`config.mk`:
```
export PLATFORM = sky130hd
export DESIGN_NAME = muldiv_sequencer
export DESIGN_NICKNAME = d
export VERILOG_FILES = /design/src/rtl/alu_pkg.sv /design/src/rtl/muldiv_step.sv /design/src/rtl/muldiv_sequencer.sv
export SDC_FILE = /design/constraint.sdc
export NUM_CORES = 1
export LEC_CHECK = 0
export BUFFER_PORTS_ARGS = -buffer_cell sky130_fd_sc_hd__buf_2
export CELL_PAD_IN_SITES_DETAIL_PLACEMENT = 1
export CELL_PAD_IN_SITES_GLOBAL_PLACEMENT = 2
export CORE_ASPECT_RATIO = 0.6
export CORE_MARGIN = 2
export CORE_UTILIZATION = 35
export DETAILED_ROUTE_END_ITERATION = 10
export GPL_TIMING_DRIVEN = 0
export PLACE_DENSITY_LB_ADDON = 0.1
export SYNTH_ARGS = -nofsm -noshare
export SYNTH_HDL_FRONTEND = slang
export SYNTH_SLANG_ARGS = --single-unit
```
`constraint.sdc`:
```
create_clock -name clk -period 6.85 [get_ports clk]
set_clock_uncertainty 0.2 [all_clocks]
set_input_delay 0.685 -clock clk [delete_from_list [all_inputs] [get_ports clk]]
set_output_delay 0.685 -clock clk [all_outputs]
set_load 0.1 [all_outputs]
```
`src/rtl/alu_pkg.sv`:
```
// Shared ALU definitions: operation codes and the multiply/divide sequencer types.
package alu_pkg;

  localparam logic [3:0] ALU_ADD  = 4'b0000;
  localparam logic [3:0] ALU_SUB  = 4'b0001;
  localparam logic [3:0] ALU_MULT = 4'b0010;
  localparam logic [3:0] ALU_DIV  = 4'b0011;
  localparam logic [3:0] ALU_SLL  = 4'b0100;
  localparam logic [3:0] ALU_SRL  = 4'b0101;
  localparam logic [3:0] ALU_AND  = 4'b1000;
  localparam logic [3:0] ALU_OR   = 4'b1001;
  localparam logic [3:0] ALU_XOR  = 4'b1010;
  localparam logic [3:0] ALU_NOR  = 4'b1011;

  typedef enum logic [1:0] {
    ST_IDLE,
    ST_MUL,
    ST_DIV,
    ST_DONE
  } muldiv_state_e;

  typedef enum logic {
    MODE_MUL,
    MODE_DIV
  } muldiv_mode_e;

endpackage

```
`src/rtl/muldiv_step.sv`:
```
// One unsigned iteration of shift-add multiply or restoring divide on a
// (2*WIDTH+1)-bit accumulator; the extra top bit holds the multiply carry.
module muldiv_step
  import alu_pkg::*;
#(
  parameter int WIDTH = 32
) (
  input  muldiv_mode_e         mode,
  input  logic [2*WIDTH:0]     acc,
  input  logic [WIDTH-1:0]     mag,
  output logic [2*WIDTH:0]     acc_next
);

  logic [WIDTH:0]   mul_sum;
  logic [2*WIDTH:0] div_shift;
  logic [WIDTH:0]   div_rem;
  logic             div_fit;

  always_comb begin
    // Multiply: {upper, multiplier}; add multiplicand on LSB, then shift right.
    mul_sum   = acc[2*WIDTH:WIDTH] + (acc[0] ? {1'b0, mag} : '0);
    // Divide: {remainder, quotient}; shift left, then trial-subtract.
    div_shift = {acc[2*WIDTH-1:0], 1'b0};
    div_rem   = div_shift[2*WIDTH:WIDTH];
    div_fit   = (div_rem >= {1'b0, mag});
    if (mode == MODE_MUL) begin
      acc_next = {1'b0, mul_sum, acc[WIDTH-1:1]};
    end else begin
      acc_next = {(div_fit ? (div_rem - {1'b0, mag}) : div_rem),
                  div_shift[WIDTH-1:1], div_fit};
    end
  end

endmodule

```
`src/rtl/muldiv_sequencer.sv`:
```
// Multi-cycle signed multiply / divide sequencer writing HI and LO.
// Operands are reduced to magnitudes on start; signs are reapplied when the result lands.
module muldiv_sequencer
  import alu_pkg::*;
#(
  parameter int WIDTH = 32
) (
  input  logic                    clk,
  input  logic                    reset,
  input  logic                    start,
  input  logic [3:0]              ALU_control,
  input  logic signed [WIDTH-1:0] operand_a,
  input  logic signed [WIDTH-1:0] operand_b,
  output logic                    busy,
  output logic                    done,
  output logic                    div_by_zero,
  output logic [WIDTH-1:0]        hi,
  output logic [WIDTH-1:0]        lo
);

  localparam int CNT_W = $clog2(WIDTH) + 1;
  localparam int ACC_W = 2 * WIDTH + 1;

  muldiv_state_e    state_q, state_d;
  logic [CNT_W-1:0] cnt_q;
  logic [ACC_W-1:0] acc_q, acc_step;
  logic [WIDTH-1:0] mag_q;
  logic             res_neg_q, dvd_neg_q;
  logic [WIDTH-1:0] hi_q, lo_q;
  logic             dbz_q;

  logic             capture, div_zero, finish, iterating, last_iter;
  muldiv_mode_e     step_mode;
  logic [2*WIDTH-1:0] prod;
  logic [WIDTH-1:0] quot, rem;
  logic [WIDTH-1:0] res_hi, res_lo;

  // -2^(WIDTH-1) has no positive signed form but maps cleanly to 2^(WIDTH-1) unsigned.
  function automatic logic [WIDTH-1:0] mag_of(input logic signed [WIDTH-1:0] v);
    logic [WIDTH-1:0] u;
    u = v;
    return v[WIDTH-1] ? -u : u;
  endfunction

  assign iterating = (state_q == ST_MUL) || (state_q == ST_DIV);
  assign last_iter = (cnt_q == CNT_W'(WIDTH - 1));
  assign step_mode = (state_q == ST_MUL) ? MODE_MUL : MODE_DIV;

  muldiv_step #(.WIDTH(WIDTH)) u_step (
    .mode     (step_mode),
    .acc      (acc_q),
    .mag      (mag_q),
    .acc_next (acc_step)
  );

  always_comb begin
    state_d  = state_q;
    capture  = 1'b0;
    div_zero = 1'b0;
    finish   = 1'b0;
    case (state_q)
      ST_IDLE: begin
        if (start) begin
          if (ALU_control == ALU_MULT) begin
            state_d = ST_MUL;
            capture = 1'b1;
          end else if (ALU_control == ALU_DIV) begin
            if (operand_b == '0) begin
              state_d  = ST_DONE;
              div_zero = 1'b1;
            end else begin
              state_d = ST_DIV;
              capture = 1'b1;
            end
          end
        end
      end
      ST_MUL, ST_DIV: begin
        if (last_iter) begin
          state_d = ST_DONE;
          finish  = 1'b1;
        end
      end
      ST_DONE: state_d = ST_IDLE;
      default: state_d = ST_IDLE;
    endcase
  end

  // Sign fix-up on the final iteration's accumulator
  always_comb begin
    prod = acc_step[2*WIDTH-1:0];
    quot = acc_step[WIDTH-1:0];
    rem  = acc_step[2*WIDTH-1:WIDTH];
    if (state_q == ST_MUL) begin
      {res_hi, res_lo} = res_neg_q ? -prod : prod;
    end else begin
      res_lo = res_neg_q ? -quot : quot;
      res_hi = dvd_neg_q ? -rem : rem;
    end
  end

  always_ff @(posedge clk or posedge reset) begin
    if (reset) begin
      state_q <= ST_IDLE;
      cnt_q   <= '0;
      hi_q    <= '0;
      lo_q    <= '0;
      dbz_q   <= 1'b0;
    end else begin
      state_q <= state_d;
      if (capture) begin
        cnt_q <= '0;
      end else if (iterating) begin
        cnt_q <= cnt_q + CNT_W'(1);
      end
      if (div_zero) begin
        hi_q  <= operand_a;
        lo_q  <= '1;
        dbz_q <= 1'b1;
      end else if (finish) begin
        hi_q  <= res_hi;
        lo_q  <= res_lo;
        dbz_q <= 1'b0;
      end else if (state_q == ST_DONE) begin
        dbz_q <= 1'b0;
      end
    end
  end

  // Datapath registers: only meaningful after a capture, so no reset needed.
  always_ff @(posedge clk) begin
    if (capture) begin
      res_neg_q <= operand_a[WIDTH-1] ^ operand_b[WIDTH-1];
      dvd_neg_q <= operand_a[WIDTH-1];
      if (state_d == ST_MUL) begin
        acc_q <= ACC_W'(mag_of(operand_b));
        mag_q <= mag_of(operand_a);
      end else begin
        acc_q <= ACC_W'(mag_of(operand_a));
        mag_q <= mag_of(operand_b);
      end
    end else if (iterating) begin
      acc_q <= acc_step;
    end
  end

  assign busy        = iterating;
  assign done        = (state_q == ST_DONE);
  assign div_by_zero = dbz_q;
  assign hi          = hi_q;
  assign lo          = lo_q;

endmodule

```
* Yosys cells after proc, flatten, opt, wreduce, memory -nomap -nowiden
Index checks and enable logic that the tools add are counted.
** Word-level totals
- Register bits after elaboration :: 172
- Input port bits :: 71
- Output and inout bits :: 67
- Word-level logic and storage cells :: 74
** Cells by class
- Eq/ne operators :: 7
- Multiplexer cells :: 41
- Reduce and logical (&&, ||, !) cells :: 7
- Bitwise gates (word level) :: 1
- $lt $le $gt $ge :: 1
- Add/sub/neg operators :: 8
** Operators by type and width (number)
- 32-bit 2-to-1 mux :: 13
- 65-bit 2-to-1 mux :: 3
- 32-bit negation :: 4
- 64-bit 2-to-1 mux :: 1
- 64-bit negation :: 1
- 33-bit adder :: 1
- 33-bit by 32-bit >= comparator with 1-bit output :: 1
- 33-bit 2-to-1 mux :: 1
- 33-bit by 32-bit subtractor with 33-bit output :: 1
- 32-bit logical NOT :: 1
- 1-bit 2-to-1 mux :: 16
- 6-bit 2-to-1 mux :: 2
- 4-bit by 2-bit equality test with 1-bit output (second input constant) :: 2
- 2-bit 2-to-1 mux :: 4
- 6-bit by 1-bit adder with 6-bit output (second input constant) :: 1
- 6-bit by 5-bit equality test with 1-bit output (second input constant) :: 1
- 2-bit one-hot mux with 3 select lines :: 1
- 2-bit by 1-bit equality test with 1-bit output (second input constant) :: 2
- 2-bit equality test (second input constant) :: 2
- 2-bit nonzero test :: 2
- 3-bit nonzero test :: 1
- 2-bit logical NOT :: 1
- 2-bit OR reduction :: 1
- 1-bit logical OR :: 1
- 1-bit bitwise XOR :: 1

* Depth between registers and ports, before layout
- Word-level depth :: 9
- Gate-level depth with buffers :: 25
- Gate-level depth less buffers :: 22

* Hierarchy
From an unflattened synthesis, not the netlist that was laid out.
** Unflattened totals
- Cell total of the unflattened synthesis :: 1797
- Area total of the unflattened synthesis :: 15389.8 um2
** By module, submodules not included
- muldiv_sequencer :: seq. area each 4799.6 um2, instances 1, area each 10528.8 um2, cells an instance 1108
- muldiv_step :: seq. area each 0.0 um2, instances 1, area each 4860.9 um2, cells an instance 689

* Least setup slack after synthesis
OpenSTA, ideal clock, no wires.
- Path kind :: register -> register
- From :: register acc_q[49]
- To :: register hi_q[12], in the netlist hi[12]
- Buffers on the path :: 3
- Required time :: 6.567 ns
- Arrival :: 4.777 ns
- Library setup time :: 0.083 ns
- Cell stages (with the launch flop) :: 24
- Period minus slack after synthesis :: 5.060 ns
- Setup slack :: 1.790 ns
- Cell sequence :: edfxtp_1 ha_1 buf_2 a21o_1 a221o_1 a21oi_2 o211a_1 buf_6 buf_6 nand3_1 and2_1 inv_1 ha_1 nor3b_1 o221ai_1 nor4_1 nand2_1 nor2_1 a21oi_1 or4_1 o21ai_0 xor2_1 mux2i_1 o21ai_0
** Between the ends
- Word-level cells in the longest chain between the ends :: 8
- Elaborated cells between the ends (all ways) :: 10
- Classes of those cells :: 2 x add/sub; 1 x order compare; 7 x mux
** RTL lines
- from (decl) :: line muldiv_sequencer.sv:26 : logic [ACC_W-1:0] acc_q, acc_step;
- from (signal assigned) :: line muldiv_sequencer.sv:136 : acc_q <= ACC_W'(mag_of(operand_b));
- from (signal assigned) :: line muldiv_sequencer.sv:139 : acc_q <= ACC_W'(mag_of(operand_a));
- from (signal assigned) :: line muldiv_sequencer.sv:143 : acc_q <= acc_step;
- 33-bit by 32-bit >= comparator with 1-bit output (*) :: line muldiv_step.sv:25 : div_fit = (div_rem >= {1'b0, mag});
- 33-bit 2-to-1 mux :: line muldiv_step.sv:29 : acc_next = {(div_fit ? (div_rem - {1'b0, mag}) : div_rem),
- 65-bit 2-to-1 mux (*) :: line muldiv_step.sv:26 : if (mode == MODE_MUL) begin
- 64-bit negation / 32-bit negation (equally long branches) :: line muldiv_sequencer.sv:95, muldiv_sequencer.sv:98
- 64-bit 2-to-1 mux / 32-bit 2-to-1 mux (equally long branches) :: line muldiv_sequencer.sv:95, muldiv_sequencer.sv:98
- 32-bit 2-to-1 mux (*) :: line muldiv_sequencer.sv:94 : if (state_q == ST_MUL) begin
- 32-bit 2-to-1 mux (*) :: line muldiv_sequencer.sv:120 : end else if (finish) begin
- 32-bit 2-to-1 mux (*) :: line muldiv_sequencer.sv:116 : if (div_zero) begin
- to (signal assigned) :: line muldiv_sequencer.sv:117 : hi_q <= operand_a;
- to (signal assigned) :: line muldiv_sequencer.sv:121 : hi_q <= res_hi;
- to (decl) :: line muldiv_sequencer.sv:29 : logic [WIDTH-1:0] hi_q, lo_q;
Every way passes the cells marked *; elsewhere a longest branch is shown, timed or not. The select of a mux whose other input is x is not followed.
A chain may end at the register's enable or synchronous reset.

* Final worst setup path
- From :: register acc_q[61]
- To :: register hi_q[22], in the netlist hi[22]
The elaborated chain is that of the path after synthesis.

==> results.cfg <==
[routing]
drt-pass1-iter-count = 5
drt-initial-drc-count = 1642
via_per_inst = 6.089
ant_nets = 0
totalWireLength_um = 69960
num_vias = 15910
wire_per_inst_um = 26.77
post-route-drc-count = 0

[synth]
synth.lib_cells_used.distinct = 93
yosysWarnings = 0
synthesis.instances = 1858
mappedNetlistNets = 2003
synth-edff-count = 99
synthArstFlopShare_pct = 42.44
mappedNetlistArea_mm2 = 0.01566
syn_avg_cell_area_um2 = 8.428
synth.ff_latch_count = 172
synthFlopType = edfxtp_1
synth.yosys.seq_area_share_pct = 30.65

[global_routing]
overall_routing_resource_usage_pct = 29.99
globalRouteOverflowTotal = 0
via_count_of_the_first_global_routing_pass = 15360
grt_antenna_before_repair = 4
grt_start_max_net_pins = 39
first_pass_grt_wire_length_um = 103400

[power]
power.switching_fraction_pct = 56.43
power.share.sequential_pct = 21.0
combPwrFrac_pct = 68.9
power.net_switching_mw = 5.463
cell_internal_pwr_mw = 4.217
share_clk_of_total_power_pct = 10.1
power_density_mw_per_mm2 = 545.2
irDropWorstVdd_v = 0.0003077
static-leakage-power_nw = 7.428
fin_total_pwr_mw = 9.680

[sta]
fmaxAchievable_ghz = 0.1507
hold_violations = 0
totalNegativeSetupSlack_ns = 0
finalMaxSlewViolations = 0
post-route-min-period_ns = 6.638
timing.slew.headroom_pct = 9.610
holdWs_ns = 0.05330
setup-violations-final = 0
tightestPinTransition_ns = 1.353
rsz_0062_raised_after_global_routing = no
min_period_over_period_pct = 96.90

[worst_setup_path]
worst_path_max_delay_cell = or4_1
critical_path_cell_sequence = ha_1 -> clkbuf_1 -> a21o_1 -> a211oi_4 -> o31a_1 -> o211a_1 -> buf_6 -> buf_6 -> nand3_1 -> and2_1 -> inv_1 -> ha_1 -> nor3b_2 -> o221ai_2 -> nor4_2 -> buf_4 -> nand2_1 -> nor2_2 -> a21oi_2 -> or4_1 -> nor3_1 -> a21oi_1 -> xor2_1 -> o21ai_1
crit-reg2reg-launch = acc_q[61]
nature_of_the_critical_path_endpoint = flip-flop
start_kind = flip-flop
slowest_delay_ns = 0.67
crit_required_ns = 7.02
worstReg2RegEnd = hi[22]
r2r_cells = 24
rrSetupSlack_ns = 0.21
worstPathArrival_ns = 6.81
critical_path_class = flip-flop to flip-flop
cp_max_fo = 10

[place]
buffers_added_on_ports = 136
place_hpwl_um = 58090
globalplace.congestion = 1.008
post_placement_cell_area_mm2 = 0.01713

[layout]
layout-drive-gt1-share_pct = 13.29
nets = 2163
sequential_cell_area_mm2 = 0.004800
fill_cells = 5241
mostFrequentLayoutCell = nand2_1
highest_count_cells_in_the_layout_ignoring_fill_and_taps = nand2_1, buf_2, o21ai_0
final_design_area_no_fill_mm2 = 0.01775
syn_to_final_growth_pct = 13.38
multi_input_area_mm2 = 0.01022

[clock_network]
clock_tree_root_buffer_cell = clkbuf_16
cts_inserted_buffers = 17
clkSlewWorstSetupHoldPaths_ns = 0.07
ctsLongestPathBuffers = 2
clock-sinks = 172
cts_tree = yes
clock_latency_reported_for_the_late_side_of_the_worst_skew_pair_ns = 0.46
postCtsHoldBufs = 0
htreeDepth = 4

[die]
top_level_ports = 138
placeableCoreArea_mm2 = 0.04370
dieHeight_um = 167.8
die-width_um = 277.1
start_util_pct = 35.83
num_rows = 59
die_area_mm2 = 0.04650

[run]
maxCapViolations = 0

[run_status]
status = complete, no violations

[min_path]
holdCritPathClass = input pin to async pin
==> metal layers <==
layer / global-route usage, % / routed length [um] / vias to the layer above
met5: 0 / 0 / -
met4: 5.175 / 885 / 0
met1: 47.20 / 35530 / 8077
met3: 8.229 / 6557 / 47
li1: - / - / 7180
met2: 40.11 / 26990 / 606
==> synthesized netlist by cell type, drive strengths merged, types with 16 or more instances <==
| cell type | instances | area, um2 |
|---|---|---|
| nor4 | 16 | 118.9 |
| xnor2 | 56 | 490.5 |
| buf | 36 | 186.4 |
| nand3 | 51 | 255.2 |
| and3 | 29 | 186.4 |
| o211ai | 50 | 385.4 |
| a21oi | 130 | 654.4 |
| mux2i | 102 | 1021 |
| a211oi | 18 | 140.1 |
| or4 | 16 | 120.1 |
| dfrtp | 73 | 1827 |
| o21ai | 140 | 700.7 |
| xor2 | 96 | 840.8 |
| nor2 | 133 | 504.2 |
| and2 | 47 | 294.0 |
| ha | 72 | 900.9 |
| clkbuf | 67 | 251.5 |
| inv | 67 | 251.5 |
| o31ai | 29 | 236.5 |
| edfxtp | 99 | 2973 |
| a21o | 34 | 255.2 |
| nor3 | 40 | 200.2 |
| nand2 | 197 | 742.0 |
| or3 | 33 | 206.5 |
| nand4 | 24 | 150.1 |
==> power groups by stage <==
stage | Sequential, mW | Clock, mW | Combinational (mW)
detailed placement | 2.04 | 0 | 6.50
CTS | 2.02 | 0.982 | 6.55
floorplan | 2.69 | 0 | 3.94
global placement | 2.04 | 0 | 6.39
finish | 2.03 | 0.975 | 6.67
global route | 2.07 | 1.02 | 7.21
==> stage by stage <==
stage	instances	setup WS, ns	utilization, %
6_report	2613	0.2122	40.62
5_1_grt	2610	0.06173	40.61
4_1_cts	2608	0.01711	40.50
3_5_place_dp	2576	-0.5931	39.20
3_3_place_gp	2573	-0.4126	39.05
2_1_floorplan	1858	1.790	-
==> registers in the layout, indices dropped and copies added (netlist names) <==
register / cells
state_q: 2
res_neg_q: 1
lo: 32
acc_q: 65
dvd_neg_q: 1
div_by_zero: 1
mag_q: 32
hi: 32
cnt_q: 6
==> how the worst max path moves through the flow <==
stage / start / endpoint / slack, ns / cells past startpoint
floorplan: acc_q[49] / hi[12] / 1.79 / 23
global placement: acc_q[61] / hi[22] / -0.41 / 23
detailed placement: acc_q[61] / hi[22] / -0.59 / 23
CTS: acc_q[35] / hi[22] / 0.02 / 23
global route: acc_q[35] / hi[22] / 0.06 / 24
finish: acc_q[61] / hi[22] / 0.21 / 24
==> critical path: cells and delay by family, from the launching register on <==
family	cells	cell delay, ns
AOI/OAI and AO/OA	8	1.99
xor gates and xnor gates	1	0.18
adders and majority gates	2	0.49
buffers and inverters	5	0.83
DFF	1	0.43
and+or+nand+nor	8	2.41
==> timing repair <==
item | in CTS | in global routing
setup buffers | 0 | 2
setup endpoints to repair | 12 | 10
pin swaps | 1 | 2
gates resized for setup | 4 | 5
hold endpoints to repair | 0 | 0
==> cell type report <==
type / count / share of cell area, %
multi-input combinational: 1516 / 57.57
sequential: 172 / 27.03
timing repair buffer: 141 / 4.257
tap: 579 / 4.081
buffer: 103 / 2.488
clock buffer: 18 / 2.417
inverter: 67 / 1.431
clock inverter: 14 / 0.6836
antenna: 3 / 0.04229
==> cells by family after synthesis <==
group           count (synthesis)  share of synthesized area, %
compound gates                521                         22.17
xor+xnor                      152                         8.502
fa+ha+maj                      74                         6.009
buf+inv                       170                         4.403
flops                         172                         30.65
mux                           114                         7.383
simple gates                  655                         20.88
No activity file was read; power rests on OpenSTA's default activity.
